$ cat src/rtl/uart_rx_pkg.sv
// Shared types and constants for the UART receive frame controller.
package uart_rx_pkg;

  typedef enum logic [2:0] {
    OFF   = 3'd0,
    HUNT  = 3'd1,
    RUN   = 3'd2,
    DRAIN = 3'd3,
    APPLY = 3'd4
  } state_t;

  localparam logic [5:0] PRESCALE_X1      = 6'd1;
  localparam logic [5:0] PRESCALE_X8      = 6'd8;
  localparam logic [5:0] PRESCALE_X16     = 6'd16;
  localparam logic [5:0] PRESCALE_X32     = 6'd32;
  localparam logic [5:0] PRESCALE_DEFAULT = PRESCALE_X32;

  function automatic logic prescale_legal(input logic [5:0] p);
    return (p == PRESCALE_X1) || (p == PRESCALE_X8) ||
           (p == PRESCALE_X16) || (p == PRESCALE_X32);
  endfunction

endpackage

$ cat src/rtl/uart_rx_byte_fifo.sv
// First-word-fall-through byte FIFO; push while full is accepted only alongside a pop.
module uart_rx_byte_fifo
  import uart_rx_pkg::*;
#(
  parameter int DEPTH = 4
) (
  input  logic       clk,
  input  logic       rst,
  input  logic       push,
  input  logic       pop,
  input  logic [7:0] wr_data,
  output logic [7:0] rd_data,
  output logic       full,
  output logic       empty
);

  localparam int AW = $clog2(DEPTH);

  logic [7:0]    mem_r [DEPTH];
  logic [AW-1:0] wr_ptr_r;
  logic [AW-1:0] rd_ptr_r;
  logic [AW:0]   count_r;
  logic          push_s;
  logic          pop_s;

  assign empty   = (count_r == {(AW+1){1'b0}});
  assign full    = (count_r == (AW+1)'(DEPTH));
  assign pop_s   = pop & ~empty;
  assign push_s  = push & (~full | pop_s);
  assign rd_data = empty ? 8'h00 : mem_r[rd_ptr_r];

  // Storage array, written at the tail.
  always_ff @(posedge clk) begin
    if (push_s) begin
      mem_r[wr_ptr_r] <= wr_data;
    end
  end

  // Pointers and occupancy; pointers wrap naturally since DEPTH is a power of two.
  always_ff @(posedge clk) begin
    if (rst) begin
      wr_ptr_r <= {AW{1'b0}};
      rd_ptr_r <= {AW{1'b0}};
      count_r  <= {(AW+1){1'b0}};
    end else begin
      if (push_s) wr_ptr_r <= wr_ptr_r + AW'(1);
      if (pop_s)  rd_ptr_r <= rd_ptr_r + AW'(1);
      case ({push_s, pop_s})
        2'b10:   count_r <= count_r + (AW+1)'(1);
        2'b01:   count_r <= count_r - (AW+1)'(1);
        default: count_r <= count_r;
      endcase
    end
  end

endmodule

$ cat src/rtl/uart_rx_frame_ctrl.sv
// Sequences a UART receiver: gates the line, applies config only when idle,
// filters errored frames into a FIFO-backed stream and keeps error statistics.
module uart_rx_frame_ctrl
  import uart_rx_pkg::*;
#(
  parameter int DEPTH       = 4,
  parameter int IDLE_CYCLES = 320,
  parameter int CNT_W       = 8
) (
  input  logic             CLK,
  input  logic             RST,
  input  logic             RX_IN,
  output logic             rx_line,
  output logic [5:0]       rx_prescale,
  output logic             rx_par_en,
  output logic             rx_par_typ,
  input  logic [7:0]       rx_data,
  input  logic             rx_valid,
  input  logic             rx_par_err,
  input  logic             rx_stp_err,
  input  logic             enable,
  input  logic             cfg_wr,
  input  logic [5:0]       cfg_prescale,
  input  logic             cfg_par_en,
  input  logic             cfg_par_typ,
  output logic             cfg_busy,
  output logic [7:0]       m_data,
  output logic             m_valid,
  input  logic             m_ready,
  input  logic             stat_clr,
  output logic [CNT_W-1:0] err_cnt,
  output logic [CNT_W-1:0] ovf_cnt,
  output logic             ovf_flag
);

  localparam int IW = $clog2(IDLE_CYCLES + 1);

  state_t           state_r;
  logic [IW-1:0]    idle_cnt_r;
  logic             idle_s;
  logic             rx_line_r;
  logic [5:0]       rx_prescale_r;
  logic             rx_par_en_r;
  logic             rx_par_typ_r;
  logic [5:0]       pend_prescale_r;
  logic             pend_par_en_r;
  logic             pend_par_typ_r;
  logic             cfg_busy_r;
  logic [CNT_W-1:0] err_cnt_r;
  logic [CNT_W-1:0] ovf_cnt_r;
  logic             ovf_flag_r;
  logic             err_prev_r;
  logic             err_s;
  logic             accept_s;
  logic             pop_s;
  logic             full_s;
  logic             empty_s;
  logic             push_s;
  logic             err_inc_s;
  logic             ovf_inc_s;

  function automatic logic [CNT_W-1:0] sat_inc(input logic [CNT_W-1:0] v);
    return (&v) ? v : v + CNT_W'(1);
  endfunction

  assign idle_s   = (idle_cnt_r == IW'(IDLE_CYCLES));
  assign err_s    = rx_par_err | rx_stp_err;
  assign accept_s = rx_valid & ((state_r == RUN) | (state_r == DRAIN));
  assign pop_s    = ~empty_s & m_ready;

  // Consecutive-high counter on the raw line, restarted after a config apply.
  always_ff @(posedge CLK) begin
    if (RST) begin
      idle_cnt_r <= {IW{1'b0}};
    end else if (state_r == APPLY || !RX_IN) begin
      idle_cnt_r <= {IW{1'b0}};
    end else if (!idle_s) begin
      idle_cnt_r <= idle_cnt_r + IW'(1);
    end else begin
      idle_cnt_r <= idle_cnt_r;
    end
  end

  // Controller FSM with line gating and pending/live configuration.
  always_ff @(posedge CLK) begin
    if (RST) begin
      state_r         <= OFF;
      rx_line_r       <= 1'b1;
      rx_prescale_r   <= PRESCALE_DEFAULT;
      rx_par_en_r     <= 1'b0;
      rx_par_typ_r    <= 1'b0;
      pend_prescale_r <= PRESCALE_DEFAULT;
      pend_par_en_r   <= 1'b0;
      pend_par_typ_r  <= 1'b0;
      cfg_busy_r      <= 1'b0;
    end else begin
      rx_line_r <= (state_r == RUN || state_r == DRAIN) ? RX_IN : 1'b1;
      if (cfg_wr) begin
        pend_prescale_r <= cfg_prescale;
        pend_par_en_r   <= cfg_par_en;
        pend_par_typ_r  <= cfg_par_typ;
        cfg_busy_r      <= 1'b1;
      end
      case (state_r)
        OFF: begin
          if (enable) state_r <= HUNT;
        end
        HUNT: begin
          if (!enable)                  state_r <= OFF;
          else if (cfg_busy_r && idle_s) state_r <= APPLY;
          else if (idle_s)               state_r <= RUN;
        end
        RUN: begin
          if (!enable || cfg_busy_r) state_r <= DRAIN;
        end
        DRAIN: begin
          if (idle_s) state_r <= cfg_busy_r ? APPLY : OFF;
        end
        APPLY: begin
          rx_prescale_r <= pend_prescale_r;
          rx_par_en_r   <= pend_par_en_r;
          rx_par_typ_r  <= pend_par_typ_r;
          if (!cfg_wr) cfg_busy_r <= 1'b0;
          state_r <= HUNT;
        end
        default: state_r <= OFF;
      endcase
    end
  end

  // Classify each completed frame; error pulses without a frame count on their rising edge.
  always_comb begin
    err_inc_s = 1'b0;
    ovf_inc_s = 1'b0;
    push_s    = 1'b0;
    if (accept_s) begin
      if (err_s) begin
        err_inc_s = 1'b1;
      end else if (full_s && !pop_s) begin
        ovf_inc_s = 1'b1;
      end else begin
        push_s = 1'b1;
      end
    end else if (!rx_valid && err_s && !err_prev_r) begin
      err_inc_s = 1'b1;
    end else begin
      err_inc_s = 1'b0;
    end
  end

  // Saturating statistics; a clear beats a same-cycle increment.
  always_ff @(posedge CLK) begin
    if (RST) begin
      err_cnt_r  <= {CNT_W{1'b0}};
      ovf_cnt_r  <= {CNT_W{1'b0}};
      ovf_flag_r <= 1'b0;
      err_prev_r <= 1'b0;
    end else begin
      err_prev_r <= err_s;
      if (stat_clr) begin
        err_cnt_r  <= {CNT_W{1'b0}};
        ovf_cnt_r  <= {CNT_W{1'b0}};
        ovf_flag_r <= 1'b0;
      end else begin
        if (err_inc_s) err_cnt_r <= sat_inc(err_cnt_r);
        if (ovf_inc_s) begin
          ovf_cnt_r  <= sat_inc(ovf_cnt_r);
          ovf_flag_r <= 1'b1;
        end
      end
    end
  end

  uart_rx_byte_fifo #(.DEPTH(DEPTH)) u_fifo (
    .clk     (CLK),
    .rst     (RST),
    .push    (push_s),
    .pop     (pop_s),
    .wr_data (rx_data),
    .rd_data (m_data),
    .full    (full_s),
    .empty   (empty_s)
  );

  assign m_valid     = ~empty_s;
  assign rx_line     = rx_line_r;
  assign rx_prescale = rx_prescale_r;
  assign rx_par_en   = rx_par_en_r;
  assign rx_par_typ  = rx_par_typ_r;
  assign cfg_busy    = cfg_busy_r;
  assign err_cnt     = err_cnt_r;
  assign ovf_cnt     = ovf_cnt_r;
  assign ovf_flag    = ovf_flag_r;

endmodule

$ cat config.mk
export PLATFORM = sky130hd
export DESIGN_NAME = uart_rx_frame_ctrl
export DESIGN_NICKNAME = d
export VERILOG_FILES = /design/src/rtl/uart_rx_pkg.sv /design/src/rtl/uart_rx_byte_fifo.sv /design/src/rtl/uart_rx_frame_ctrl.sv
export SDC_FILE = /design/constraint.sdc
export NUM_CORES = 1
export LEC_CHECK = 0
export ABC_AREA = 1
export BUFFER_PORTS_ARGS = -buffer_cell sky130_fd_sc_hd__buf_4
export CELL_PAD_IN_SITES_DETAIL_PLACEMENT = 0
export CELL_PAD_IN_SITES_GLOBAL_PLACEMENT = 2
export CORE_UTILIZATION = 38
export CTS_BUF_LIST = sky130_fd_sc_hd__clkbuf_2 sky130_fd_sc_hd__clkbuf_4 sky130_fd_sc_hd__clkbuf_8
export DETAILED_ROUTE_END_ITERATION = 8
export PLACE_DENSITY_LB_ADDON = 0.25
export SLEW_MARGIN = 0
export SYNTH_ARGS = -nofsm -noshare
export SYNTH_HDL_FRONTEND = slang
export SYNTH_SLANG_ARGS = --single-unit
$ cat constraint.sdc
create_clock -name CLK -period 5.4 [get_ports CLK]
set_input_delay 0.27 -clock CLK [delete_from_list [all_inputs] [get_ports CLK]]
set_output_delay 0.27 -clock CLK [all_outputs]
set_load 0.1 [all_outputs]
==> flow_summary.json <==
{
  "wire_per_inst_um": 12.2,
  "sequential_cell_area_um2": 2100,
  "fraction_of_the_yosys_area_taken_by_sequential_cells_pct": 53.6,
  "cts_root_buf": "clkbuf_8",
  "ff2ff_setup_slack_ns": 3.15,
  "multi_input_comb_area_um2": 1620,
  "critical_path.reg2reg.startpoint": "state_r[0]$_SDFFE_PP0P_",
  "finish.net_count": 551,
  "yosysTopAreaCellShare_pct": 29.1,
  "design.core.area_um2": 9860,
  "maxUsedRoutingLayer": "met4",
  "cp_max_fo": 17,
  "pleak_nw": 1.91,
  "floorplan.die.height_um": 104,
  "ctsHoldBuffers": 0,
  "numClockSinks": 89,
  "cts_resized": 0,
  "design.die.area_um2": 10700,
  "slew-limit-headroom_pct": 50.4,
  "outcome": "finished clean",
  "numCtsBuffers": 9,
  "cts.path.max_buffers": 2,
  "hold_path_end": "u_fifo.mem_r[3][2]$_DFFE_PP_",
  "initial_core_util_pct": 39.7,
  "grt_util_all_layers_pct": 15.7,
  "synthesis.area_um2": 3920,
  "post_cts.repair.setup_buffers": 0,
  "reg2reg_depth": 13,
  "die_width_um": 104,
  "synth_fp_nets": 488,
  "met2_wirelength_um": 3820,
  "clock_skew_ns": 0.00688,
  "portBuffers": 61,
  "synth.ff_latch_count": 89,
  "final_hold_vio_count": 0,
  "syn_avg_cell_area_um2": 8.67,
  "rows": 36,
  "detail_route.vias_per_cell": 4.71,
  "register_clock_pin_slew_on_the_reported_worst_setup_and_hold_paths_ns": 0.09,
  "clock_insertion_delay_worst_skew_ns": 0.36,
  "grt_antenna_before_repair": 0,
  "worstPathArrival_ns": 1.99,
  "yosys-top-cells-area": "dfxtp_1 (29%), edfxtp_1 (25%), nor2_1 (8.2%)",
  "grt_max_degree": 26,
  "synth_cells": 452,
  "cp_data_required_time_ns": 5.13,
  "dr_total_vias": 3073,
  "setup-violations-final": 0,
  "layout_common_cells": "nor2_1 (86), buf_4 (61), dfxtp_1 (57)",
  "setup.worst_path.class": "flop to primary output",
  "timing.rr.end": "u_fifo.count_r[2]$_SDFFE_PP0P_",
  "layout.filler_cells": 976,
  "setup.worst_path.start_class": "flop",
  "first_drt_pass_iteration_count": 4,
  "grt_overflow": 0,
  "drt.antenna.violating_nets": 0,
  "power.density_cell_area_nw_per_um2": 337,
  "rsz0062_at_grt": "no",
  "min_path_cells": 1,
  "ir_drop_uv": 157,
  "drv_cap": 0,
  "fmaxAchievable_mhz": 443,
  "htree_num_levels": 3,
  "io_pins": 62,
  "routed_length_on_met1_um": 3830,
  "place.gp.congestion": 0.783,
  "worst_hold_path_type": "input port to flop",
  "first_pass_grt_wire_length_um": 13500,
  "netlist-cell-type-count": 34,
  "drv_slew": 0,
  "insertedDiodeCount": 0,
  "hpwl_after_detailed_placement_um": 5630,
  "timing.final.crit_period_ns": 2.26,
  "fin_setup_tns_ns": 0,
  "total_power_mw": 1.60,
  "grt_pass1_vias": 2911,
  "ys.warnings.count": 0,
  "final_layout_size_suffix_gt1_share_pct": 19.2,
  "first_iter_violations": 140,
  "endpoint_kind": "primary output",
  "post_synthesis_to_final_layout_area_growth_pct": 20.7,
  "yosys.area.top_type": "dfxtp_1",
  "timing.final.crit_share_pct": 41.8,
  "routed_wl_um": 7980,
  "clock_tree_from_tritoncts": "yes",
  "final_common_cell": "nor2_1",
  "drc": 0,
  "final_core_utilization_pct": 48.0,
  "worst_slew_pin_slew_ns": 0.741,
  "holdCritStartpoint": "rx_data[2]",
  "route.met3.wl_um": 287
}
## final cells by class
class / instances / area share [%]
multi-input cells: 311 / 34.2
clock inverters: 7 / 2.12
clock buffers: 9 / 2.62
repair buffers: 61 / 9.68
inverters: 43 / 3.41
flip-flops and latches: 89 / 44.4
well taps: 133 / 3.52
## metrics by stage
stage	instances	cell area (µm²)	hold WS (ns)	setup WS (ns)
finish	653	4730	0.116	3.14
global route	653	4730	0.0917	2.99
CTS	653	4730	0.0921	3.11
detailed placement	637	4510	0.448	3.15
global placement	637	4510	0.444	3.21
floorplan	452	3920	0.339	2.79
## state kept, by name, indices dropped and copies added, names as in the netlist, 2 cells and up, named ones only
signal           flops
err_cnt              8
idle_cnt_r           9
ovf_cnt              8
pend_prescale_r      6
rx_prescale          6
state_r              3
u_fifo.count_r       3
u_fifo.mem_r        32
u_fifo.rd_ptr_r      2
u_fifo.wr_ptr_r      2
## synthesized netlist by cell type
cell,number
xor2_1,7
a21oi_2,1
o21ai_1,1
nand3b_1,2
nor2_2,4
nand3_1,31
o21ai_0,43
edfxtp_1,32
nor4_1,1
a21oi_1,42
xnor2_1,2
nand4_1,2
clkinv_1,2
nor3_1,3
nor3_4,2
o21a_1,3
inv_2,3
inv_1,38
o21ai_4,1
o21bai_1,1
clkbuf_1,5
nor3b_1,1
nand2_1,56
buf_2,3
nand2_4,4
buf_1,1
nor2_8,1
or2_2,2
nand2_2,2
fa_1,1
nand3_2,3
nor2_1,86
ha_1,9
dfxtp_1,57
## worst max-delay path by stage
stage	cells past startpoint	slack, ns	startpoint	end
after detailed placement	6	3.15	rx_stp_err	u_fifo.mem_r[1][3]$_DFFE_PP_
after global placement	13	3.21	state_r[0]$_SDFFE_PP0P_	u_fifo.count_r[2]$_SDFFE_PP0P_
after global routing	13	2.99	state_r[0]$_SDFFE_PP0P_	u_fifo.count_r[2]$_SDFFE_PP0P_
after CTS	4	3.11	flop	m_data[4]
after floorplan	5	2.79	flop	m_data[0]
final	4	3.14	flop	m_data[4]
## worst max-delay path, cell delays in order, from the launching register on
cell	delay, ns
dfxtp_1	0.73
inv_2	0.25
o21ai_0	0.26
a21oi_1	0.12
buf_4	0.26
## layer usage
layer | track usage [%] | vias to the layer above
li1 | - | 1625
met1 | 19.7 | 1384
met2 | 26.2 | 60
met3 | 3.21 | 4
met4 | 6.83 | 0
met5 | 0 | -
## cell families after synthesis
group | Yosys count | synth area share (%)
AOI/OAI and AO/OA | 92 | 12.4
adders and majority gates | 10 | 3.38
DFF | 89 | 53.6
and+or+nand+nor | 200 | 23.5
xor gates and xnor gates | 9 | 2.01
buffers and inverters | 52 | 5.07
## power breakdown
part | leakage, nW | internal, mW | switching [mW]
Clock | 0.114 | 0.265 | 0.243
Sequential | 0.751 | 0.711 | 0.0258
Combinational | 1.04 | 0.0817 | 0.270
(Power assumes the default switching activity.)
